--- config.mk ---
export PLATFORM = sky130hd
export DESIGN_NAME = multdiv_sequencer_flat
export DESIGN_NICKNAME = d
export VERILOG_FILES = /design/src/rtl/multdiv_sequencer_pkg.sv /design/src/rtl/multdiv_sequencer_if.sv /design/src/rtl/multdiv_sequencer_datapath.sv /design/src/rtl/multdiv_sequencer.sv /design/src/flat_wrapper.sv
export SDC_FILE = /design/constraint.sdc
export NUM_CORES = 1
export LEC_CHECK = 0
export BUFFER_PORTS_ARGS = -buffer_cell sky130_fd_sc_hd__buf_4
export CAP_MARGIN = 0
export CORE_ASPECT_RATIO = 2
export CORE_MARGIN = 5
export CORE_UTILIZATION = 30
export CTS_CLUSTER_DIAMETER = 100
export CTS_CLUSTER_SIZE = 25
export DETAILED_ROUTE_END_ITERATION = 10
export GPL_ROUTABILITY_DRIVEN = 0
export GPL_TIMING_DRIVEN = 1
export SLEW_MARGIN = 10
export SYNTH_ARGS = -nofsm -noshare
export SYNTH_HDL_FRONTEND = slang
export SYNTH_SLANG_ARGS = --single-unit
--- constraint.sdc ---
create_clock -name clock -period 5.4 [get_ports clock]
set_input_delay 0.27 -clock clock [delete_from_list [all_inputs] [get_ports clock]]
set_output_delay 0.27 -clock clock [all_outputs]
set_load 0.1 [all_outputs]
--- src/rtl/multdiv_sequencer_pkg.sv ---
// Shared definitions for the multiply/divide writeback sequencer:
// datapath sizes, instruction field positions, opcode/aluop constants,
// FSM state encoding and small instruction-decode helpers.
package multdiv_sequencer_pkg;

    localparam int ITER  = 32;
    localparam int WIDTH = 32;

    localparam logic [4:0] OPC_ALU   = 5'b00000;
    localparam logic [4:0] ALUOP_MUL = 5'b00110;
    localparam logic [4:0] ALUOP_DIV = 5'b00111;

    localparam int OPC_MSB   = 31;
    localparam int OPC_LSB   = 27;
    localparam int RD_MSB    = 26;
    localparam int RD_LSB    = 22;
    localparam int RS_MSB    = 21;
    localparam int RS_LSB    = 17;
    localparam int RT_MSB    = 16;
    localparam int RT_LSB    = 12;
    localparam int ALUOP_MSB = 6;
    localparam int ALUOP_LSB = 2;

    typedef enum logic [1:0] {
        ST_IDLE = 2'd0,
        ST_RUN  = 2'd1,
        ST_DONE = 2'd2
    } state_e;

    function automatic logic [4:0] f_rd(input logic [31:0] ir);
        return ir[RD_MSB:RD_LSB];
    endfunction

    function automatic logic [4:0] f_rs(input logic [31:0] ir);
        return ir[RS_MSB:RS_LSB];
    endfunction

    function automatic logic [4:0] f_rt(input logic [31:0] ir);
        return ir[RT_MSB:RT_LSB];
    endfunction

    function automatic logic f_is_mul(input logic [31:0] ir);
        return (ir[OPC_MSB:OPC_LSB] == OPC_ALU) && (ir[ALUOP_MSB:ALUOP_LSB] == ALUOP_MUL);
    endfunction

    function automatic logic f_is_div(input logic [31:0] ir);
        return (ir[OPC_MSB:OPC_LSB] == OPC_ALU) && (ir[ALUOP_MSB:ALUOP_LSB] == ALUOP_DIV);
    endfunction

endpackage

--- src/rtl/multdiv_sequencer_if.sv ---
// Pipeline-side bundle of the mul/div writeback unit.
//   slave  : the sequencer (consumes DX/FD state, produces writeback + stall)
//   master : the pipeline / register-file control side
interface multdiv_sequencer_if;
    import multdiv_sequencer_pkg::*;

    logic [WIDTH-1:0] DXIR;
    logic             dxValid;
    logic [WIDTH-1:0] operandA;
    logic [WIDTH-1:0] operandB;
    logic [WIDTH-1:0] FDIR;
    logic [WIDTH-1:0] PWIR;
    logic             multOrDivReady;
    logic [WIDTH-1:0] result;
    logic             exception;
    logic             busy;
    logic             stall;

    modport slave (
        input  DXIR, dxValid, operandA, operandB, FDIR,
        output PWIR, multOrDivReady, result, exception, busy, stall
    );

    modport master (
        output DXIR, dxValid, operandA, operandB, FDIR,
        input  PWIR, multOrDivReady, result, exception, busy, stall
    );

endinterface

--- src/rtl/multdiv_sequencer_datapath.sv ---
// Iterative signed multiply / divide datapath, one iteration per i_step.
// Ports:
//   clock, reset_n       : clock, async active-low reset
//   i_load               : capture operands and operation type
//   i_is_div             : 1 = divide, 0 = multiply
//   i_op_a, i_op_b       : signed operands (A*B or A/B)
//   i_step               : perform one shift-add / restoring-subtract step
//   o_result, o_exception: sign-corrected result, valid after ITER steps
module multdiv_datapath
    import multdiv_sequencer_pkg::*;
(
    input  logic             clock,
    input  logic             reset_n,
    input  logic             i_load,
    input  logic             i_is_div,
    input  logic [WIDTH-1:0] i_op_a,
    input  logic [WIDTH-1:0] i_op_b,
    input  logic             i_step,
    output logic [WIDTH-1:0] o_result,
    output logic             o_exception
);

    logic               r_is_div;
    logic               r_neg;
    logic               r_div_zero;
    logic               r_div_ovf;
    logic [WIDTH-1:0]   r_mag_b;
    // Multiply: {partial product, remaining multiplier bits}.
    // Divide:   {partial remainder, dividend bits shifting into quotient}.
    logic [2*WIDTH-1:0] r_acc;

    logic [WIDTH-1:0]   w_mag_a;
    logic [WIDTH-1:0]   w_mag_b;
    logic [WIDTH:0]     w_mul_sum;
    logic [WIDTH:0]     w_trial;
    logic [2*WIDTH-1:0] w_acc_next;
    logic [2*WIDTH-1:0] w_prod_signed;
    logic [WIDTH-1:0]   w_quot_signed;
    logic               w_mul_ovf;

    assign w_mag_a = i_op_a[WIDTH-1] ? (~i_op_a + WIDTH'(1)) : i_op_a;
    assign w_mag_b = i_op_b[WIDTH-1] ? (~i_op_b + WIDTH'(1)) : i_op_b;

    assign w_mul_sum = {1'b0, r_acc[2*WIDTH-1:WIDTH]} + {1'b0, r_mag_b};
    assign w_trial   = r_acc[2*WIDTH-1:WIDTH-1] - {1'b0, r_mag_b};

    always_comb begin
        w_acc_next = r_acc;
        if (r_is_div) begin
            // Remainder stays below the divisor (<= 2^31), so the bit
            // dropped by the plain shift on a failed trial is always zero.
            if (w_trial[WIDTH]) begin
                w_acc_next = {r_acc[2*WIDTH-2:0], 1'b0};
            end else begin
                w_acc_next = {w_trial[WIDTH-1:0], r_acc[WIDTH-2:0], 1'b1};
            end
        end else if (r_acc[0]) begin
            w_acc_next = {w_mul_sum, r_acc[WIDTH-1:1]};
        end else begin
            w_acc_next = {1'b0, r_acc[2*WIDTH-1:1]};
        end
    end

    assign w_prod_signed = r_neg ? (~r_acc + (2*WIDTH)'(1)) : r_acc;
    assign w_quot_signed = r_neg ? (~r_acc[WIDTH-1:0] + WIDTH'(1)) : r_acc[WIDTH-1:0];
    // Product fits in WIDTH bits only if the upper half plus the result sign bit agree.
    assign w_mul_ovf = ~((&w_prod_signed[2*WIDTH-1:WIDTH-1]) | ~(|w_prod_signed[2*WIDTH-1:WIDTH-1]));

    always_comb begin
        o_result    = w_prod_signed[WIDTH-1:0];
        o_exception = w_mul_ovf;
        if (r_is_div) begin
            if (r_div_zero) begin
                o_result    = '0;
                o_exception = 1'b1;
            end else begin
                o_result    = w_quot_signed;
                o_exception = r_div_ovf;
            end
        end
    end

    always_ff @(posedge clock or negedge reset_n) begin
        if (!reset_n) begin
            r_is_div   <= 1'b0;
            r_neg      <= 1'b0;
            r_div_zero <= 1'b0;
            r_div_ovf  <= 1'b0;
            r_mag_b    <= '0;
            r_acc      <= '0;
        end else if (i_load) begin
            r_is_div   <= i_is_div;
            r_neg      <= i_op_a[WIDTH-1] ^ i_op_b[WIDTH-1];
            r_div_zero <= (i_op_b == '0);
            r_div_ovf  <= (i_op_a == {1'b1, {(WIDTH-1){1'b0}}}) && (i_op_b == '1);
            r_mag_b    <= w_mag_b;
            r_acc      <= {{WIDTH{1'b0}}, w_mag_a};
        end else if (i_step) begin
            r_acc      <= w_acc_next;
        end
    end

endmodule

--- src/rtl/multdiv_sequencer.sv ---
// Mul/div writeback sequencer: captures a mul/div leaving DX, runs the
// iterative datapath for ITER cycles, presents PWIR/result for one
// writeback cycle and stalls FD/DX on structural, RAW and WAW hazards.
// Ports:
//   clock, reset_n : clock, async active-low reset
//   bus (slave)    : DXIR/dxValid/operands/FDIR in; PWIR, multOrDivReady,
//                    result, exception, busy, stall out
//
// state | meaning
// IDLE  | nothing outstanding
// RUN   | iterating, counter 0..ITER-1
// DONE  | writeback cycle, multOrDivReady=1; may accept the next op
module multdiv_sequencer
    import multdiv_sequencer_pkg::*;
(
    input  logic                clock,
    input  logic                reset_n,
    multdiv_sequencer_if.slave  bus
);

    localparam int CNT_W = $clog2(ITER);

    state_e             r_state;
    state_e             w_state_next;
    logic [CNT_W-1:0]   r_count;
    logic [WIDTH-1:0]   r_pwir;
    logic [WIDTH-1:0]   r_result;
    logic               r_exception;

    logic               w_busy;
    logic               w_done;
    logic               w_pending;
    logic               w_last;
    logic               w_dx_md;
    logic [4:0]         w_pw_rd;
    logic               w_hazard_raw;
    logic               w_hazard_waw;
    logic               w_stall;
    logic               w_start;
    logic [WIDTH-1:0]   w_dp_result;
    logic               w_dp_exception;

    assign w_busy    = (r_state == ST_RUN);
    assign w_done    = (r_state == ST_DONE);
    assign w_pending = w_busy | w_done;
    assign w_last    = (r_count == CNT_W'(ITER-1));

    assign w_dx_md      = f_is_mul(bus.DXIR) | f_is_div(bus.DXIR);
    assign w_pw_rd      = f_rd(r_pwir);
    assign w_hazard_raw = (f_rs(bus.FDIR) == w_pw_rd) | (f_rt(bus.FDIR) == w_pw_rd);
    assign w_hazard_waw = ~w_dx_md & (f_rd(bus.DXIR) == w_pw_rd);
    // A mul/div in DX during DONE is accepted, so only RUN blocks it.
    assign w_stall = (w_busy & w_dx_md)
                   | (w_pending & (w_pw_rd != 5'd0) & (w_hazard_raw | w_hazard_waw));
    assign w_start = bus.dxValid & w_dx_md & ~w_stall;

    multdiv_datapath u_datapath (
        .clock       (clock),
        .reset_n     (reset_n),
        .i_load      (w_start),
        .i_is_div    (f_is_div(bus.DXIR)),
        .i_op_a      (bus.operandA),
        .i_op_b      (bus.operandB),
        .i_step      (w_busy),
        .o_result    (w_dp_result),
        .o_exception (w_dp_exception)
    );

    always_comb begin
        w_state_next = r_state;
        unique case (r_state)
            ST_IDLE: if (w_start) w_state_next = ST_RUN;
            ST_RUN:  if (w_last)  w_state_next = ST_DONE;
            ST_DONE: w_state_next = w_start ? ST_RUN : ST_IDLE;
            default: w_state_next = ST_IDLE;
        endcase
    end

    always_ff @(posedge clock or negedge reset_n) begin
        if (!reset_n) begin
            r_state     <= ST_IDLE;
            r_count     <= '0;
            r_pwir      <= '0;
            r_result    <= '0;
            r_exception <= 1'b0;
        end else begin
            r_state <= w_state_next;
            if (w_start) begin
                r_pwir  <= bus.DXIR;
                r_count <= '0;
            end else if (w_busy) begin
                r_count <= r_count + CNT_W'(1);
            end
            // Hold the written-back value once the datapath is reloaded.
            if (w_done) begin
                r_result    <= w_dp_result;
                r_exception <= w_dp_exception;
            end
        end
    end

    assign bus.PWIR           = r_pwir;
    assign bus.multOrDivReady = w_done;
    assign bus.result         = w_done ? w_dp_result : r_result;
    assign bus.exception      = w_done ? w_dp_exception : r_exception;
    assign bus.busy           = w_busy;
    assign bus.stall          = w_stall;

endmodule
--- src/flat_wrapper.sv ---
// flat-port wrapper written by rule: the top's interface ports become plain ports
module multdiv_sequencer_flat import multdiv_sequencer_pkg::*;
  (clock, reset_n, bus_DXIR, bus_dxValid, bus_operandA, bus_operandB, bus_FDIR, bus_PWIR, bus_multOrDivReady, bus_result, bus_exception, bus_busy, bus_stall);
  multdiv_sequencer_if bus_i ();
  input  logic clock;
  input  logic reset_n;
  input wire logic [$bits(bus_i.DXIR)-1:0] bus_DXIR;
  input wire logic [$bits(bus_i.dxValid)-1:0] bus_dxValid;
  input wire logic [$bits(bus_i.operandA)-1:0] bus_operandA;
  input wire logic [$bits(bus_i.operandB)-1:0] bus_operandB;
  input wire logic [$bits(bus_i.FDIR)-1:0] bus_FDIR;
  output wire logic [$bits(bus_i.PWIR)-1:0] bus_PWIR;
  output wire logic [$bits(bus_i.multOrDivReady)-1:0] bus_multOrDivReady;
  output wire logic [$bits(bus_i.result)-1:0] bus_result;
  output wire logic [$bits(bus_i.exception)-1:0] bus_exception;
  output wire logic [$bits(bus_i.busy)-1:0] bus_busy;
  output wire logic [$bits(bus_i.stall)-1:0] bus_stall;
  assign bus_i.DXIR = bus_DXIR;
  assign bus_i.dxValid = bus_dxValid;
  assign bus_i.operandA = bus_operandA;
  assign bus_i.operandB = bus_operandB;
  assign bus_i.FDIR = bus_FDIR;
  assign bus_PWIR = bus_i.PWIR;
  assign bus_multOrDivReady = bus_i.multOrDivReady;
  assign bus_result = bus_i.result;
  assign bus_exception = bus_i.exception;
  assign bus_busy = bus_i.busy;
  assign bus_stall = bus_i.stall;
  multdiv_sequencer u_core (.clock(clock), .reset_n(reset_n), .bus(bus_i));
endmodule
==> flow_summary.toml <==
[logic_synthesis]
syn_nets = 2046
synth_compound_area_share_pct = 23.9
avgSynthCellArea_um2 = 8.02
yosysSeqAreaShare_pct = 29.2
yosys_warnings = 0
synth_ff_type = "dfrtp_1"
synthesis.area_mm2 = 0.0148
netlist_instances = 1839
ys_seq_elements = 172
synthArstFlopShare_pct = 100
synthAdderAreaFrac_pct = 6.55
synth_xor_area_share_pct = 10.6
synth_top_family_by_area = "compound AO/OA/AOI/OAI gates"
synth_simple_gate_area_share_pct = 19.5
muxShareOfSynthArea_pct = 4.56
synth_cell_types = 77
synth_enable_flop_cells = 0
synthDominantCellAreaShare_pct = 29.2
synth_area_leaders = "dfrtp_1 29%, xor2_1 6.6%, ha_1 6.3%, nand2_1 6.2%, o21ai_0 5.2%"
yosysTopAreaCell = "dfrtp_1"

[clock_network]
post_cts_buffers = 0
cts_tree = "built"
cts_made_buffers = 17
cts-root-buf = "clkbuf_16"
cts_num_sinks = 172
clk_pin_slew_ns = 0.07
clk_latency_ns = 0.46
clockBufferDepth = 2
htreeDepth = 4

[cells_and_area]
nFillCells = 5163
layout-drive-gt1-share_pct = 14.3
syn2layout_area_growth_pct = 18.5
nets = 2169
antennaDiodeCount = 0
multi_input_area_mm2 = 0.00963
regArea_mm2 = 0.00431
stdcell_count = 2618
design_area_mm2 = 0.0175

[run_status]
status = "finished clean"

[sta]
post-route-min-period_ns = 4.96
fin_tns_setup_ns = 0
fmax_mhz = 201
slew_violations = 0
finalHoldViolCount = 0
slew_headroom_pct = 35.1
min_period_over_period_pct = 91.9
skew_ns = 0.00953
worstMarginPinSlew_ns = 0.964
finalSetupViolations = 0
rsz0062_at_grt = "no"

[floorplanning]
rows = 115
fp.dieW_um = 167
die_area_mm2 = 0.0540
boundaryPins = 199
fp.coreArea_mm2 = 0.0489
start_util_pct = 30.2
die_h_um = 324

[power_and_ir_drop]
power_density_mw_per_mm2 = 435
power_leakage_nw = 7.48
ir_drop_mv = 0.211
p_total_mw = 7.61

[hold_path]
whs_path_depth = 3
hold_class = "in2reg"

[route]
first_pass_iters = 7
initialDrtViolationCount = 1026
wl_mm = 49.8
viasPerCell = 5.49
wire_per_inst_um = 19.0
drc = 0
drtAntennaViolNets = 0
vias = 14371

[place]
place_area_mm2 = 0.0167
dp_cells = 2568
dp_hpwl_mm = 37.7
port_buffers = 176

[global_route]
antenna_found_initial = 0
grt_max_degree = 83
grt_pass1_wl_mm = 79.1
grt_pass1_vias = 13981
groute.usage.overall_pct = 18.0
grt_overflow = 0

[worst_setup_path]
worstPathCellList = "nor4_1 > nand3_1 > or4_1 > nor4b_2 > o211ai_1 > a2111o_1 > or4_1 > nor4_2 > a211oi_2 > buf_4"
required_ns = 5.13
r2r_cells = 9
ff2ff_setup_slack_ns = 1.29
crit_buf_inv = 1
path_class = "reg2out"
setup.worst_path.start_class = "flop"
crit_arrival_ns = 4.69
crit_fanout = 10
crit_cells = 10
cp_slowest_cell = "or4_1"
cpLargestDelayFamily = "simple AND/OR/NAND/NOR gates"
slowest_delay_ns = 0.83
crit_top_cell = "or4_1"
worstSetupEndpointType = "output port"

[flow_run]
drv_cap = 0
[layout make-up]
cell class / instances / share of cell area (%)
Clock buffer: 17 / 2.43
Clock inverter: 15 / 1.01
Inverter: 103 / 2.21
Multi-Input combinational cell: 1443 / 55.1
Sequential cell: 172 / 24.6
Tap cell: 643 / 4.60
Timing Repair Buffer: 225 / 10.0
[registers in the layout (all words and copies together), names as in the netlist]
name,flops
u_core.u_datapath.r_neg,1
u_core.u_datapath.r_mag_b,32
u_core.u_datapath.r_is_div,1
u_core.r_exception,1
u_core.bus.PWIR,32
u_core.r_state,2
u_core.r_count,5
u_core.u_datapath.r_div_ovf,1
u_core.u_datapath.r_acc,64
u_core.u_datapath.r_div_zero,1
u_core.r_result,32
[stage by stage]
step | hold WS (ns) | util, % | setup WS (ns)
detailed placement | 0.377 | 34.1 | 0.951
CTS | 0.00339 | 35.7 | 0.458
finish | 0.0198 | 35.7 | 0.436
global route | 0.0189 | 35.7 | 0.227
floorplan | -0.0256 | - | 0.969
global placement | 0.382 | 34.1 | 1.00
[per-layer routing]
layer,global-route usage (%),share of wire (%),vias to the layer above
met5,0,0,-
met1,25.0,45,6811
met3,4.16,8.3,51
met2,28.7,45,556
li1,-,-,6953
met4,4.22,1.5,0
[layout by cell type (no fill, tap or decap), types with 57 or more instances in the layout]
| master | count |
|---|---|
| mux2i_1 | 57 |
| buf_4 | 205 |
| dfrtp_1 | 170 |
| xnor2_1 | 68 |
| nor2_1 | 67 |
| inv_1 | 101 |
| nand2_1 | 244 |
| a21oi_1 | 88 |
| xor2_1 | 111 |
| o21ai_0 | 152 |
| ha_1 | 73 |
[final timing paths]
kind	start	endpoint
worst max-delay path	u_core.u_datapath.r_acc[2]	bus_exception
worst min-delay path	bus_DXIR[18]	u_core.bus.PWIR[18]
worst max register to register	u_core.u_datapath.r_acc[2]	u_core.r_exception
worst min register to register	u_core.bus.PWIR[3]	u_core.bus.PWIR[3]
max in group asynchronous	reset_n	u_core.bus.PWIR[18]
min in group asynchronous	reset_n	u_core.u_datapath.r_acc[62]
[cell usage after synthesis (5+ instances only)]
| cell | instances |
|---|---|
| nor3b_1 | 6 |
| o31a_1 | 6 |
| a221oi_1 | 9 |
| a41oi_1 | 5 |
| a311o_1 | 8 |
| nor2b_1 | 13 |
| nor4_1 | 18 |
| mux2i_1 | 57 |
| nand2_1 | 244 |
| and2_1 | 12 |
| a32o_1 | 7 |
| inv_1 | 101 |
| or4_1 | 25 |
| dfrtp_1 | 172 |
| and4_1 | 5 |
| clkbuf_1 | 105 |
| and3_1 | 9 |
| nand4_1 | 34 |
| a22oi_1 | 6 |
| o21a_1 | 10 |
| a211oi_1 | 22 |
| nor3_1 | 38 |
| o211ai_1 | 31 |
| or2_2 | 16 |
| buf_1 | 13 |
| o22ai_1 | 38 |
| nand3_1 | 35 |
| o21ai_0 | 153 |
| or3_1 | 35 |
| o41ai_1 | 19 |
| o21ai_1 | 9 |
| ha_1 | 74 |
| o311ai_0 | 6 |
| a21o_1 | 15 |
| xor2_1 | 111 |
| mux2_2 | 9 |
| nor2_1 | 69 |
| o21bai_1 | 6 |
| a21oi_1 | 88 |
| o31ai_1 | 43 |
| nand2b_1 | 10 |
| xnor2_1 | 68 |
| a31oi_1 | 14 |
[tightest hold or removal path, stage by stage]
cell and delay, ns:
buf_4 0.08, nand2_1 0.05, nand2_1 0.05
[power breakdown]
part           switching (mW)  internal [mW]  leakage [nW]
combinational            2.46           1.73          5.01
clock                   0.630          0.701         0.295
sequential              0.554           1.54          2.18
total                    3.64           3.97          7.48
[what timing repair did]
action	CTS	global route
hold endpoints to repair	97	0
resized for setup	0	0
hold buffers	18	0
[kinds of logic after synthesis]
| logic type | after synthesis |
|---|---|
| DFF | 172 |
| xor gates and xnor gates | 179 |
| and+or+nand+nor | 583 |
| AOI/OAI and AO/OA | 539 |
| buffers and inverters | 224 |
| adders and majority gates | 76 |
| muxes | 66 |
No activity file was read; power rests on OpenSTA's default activity.
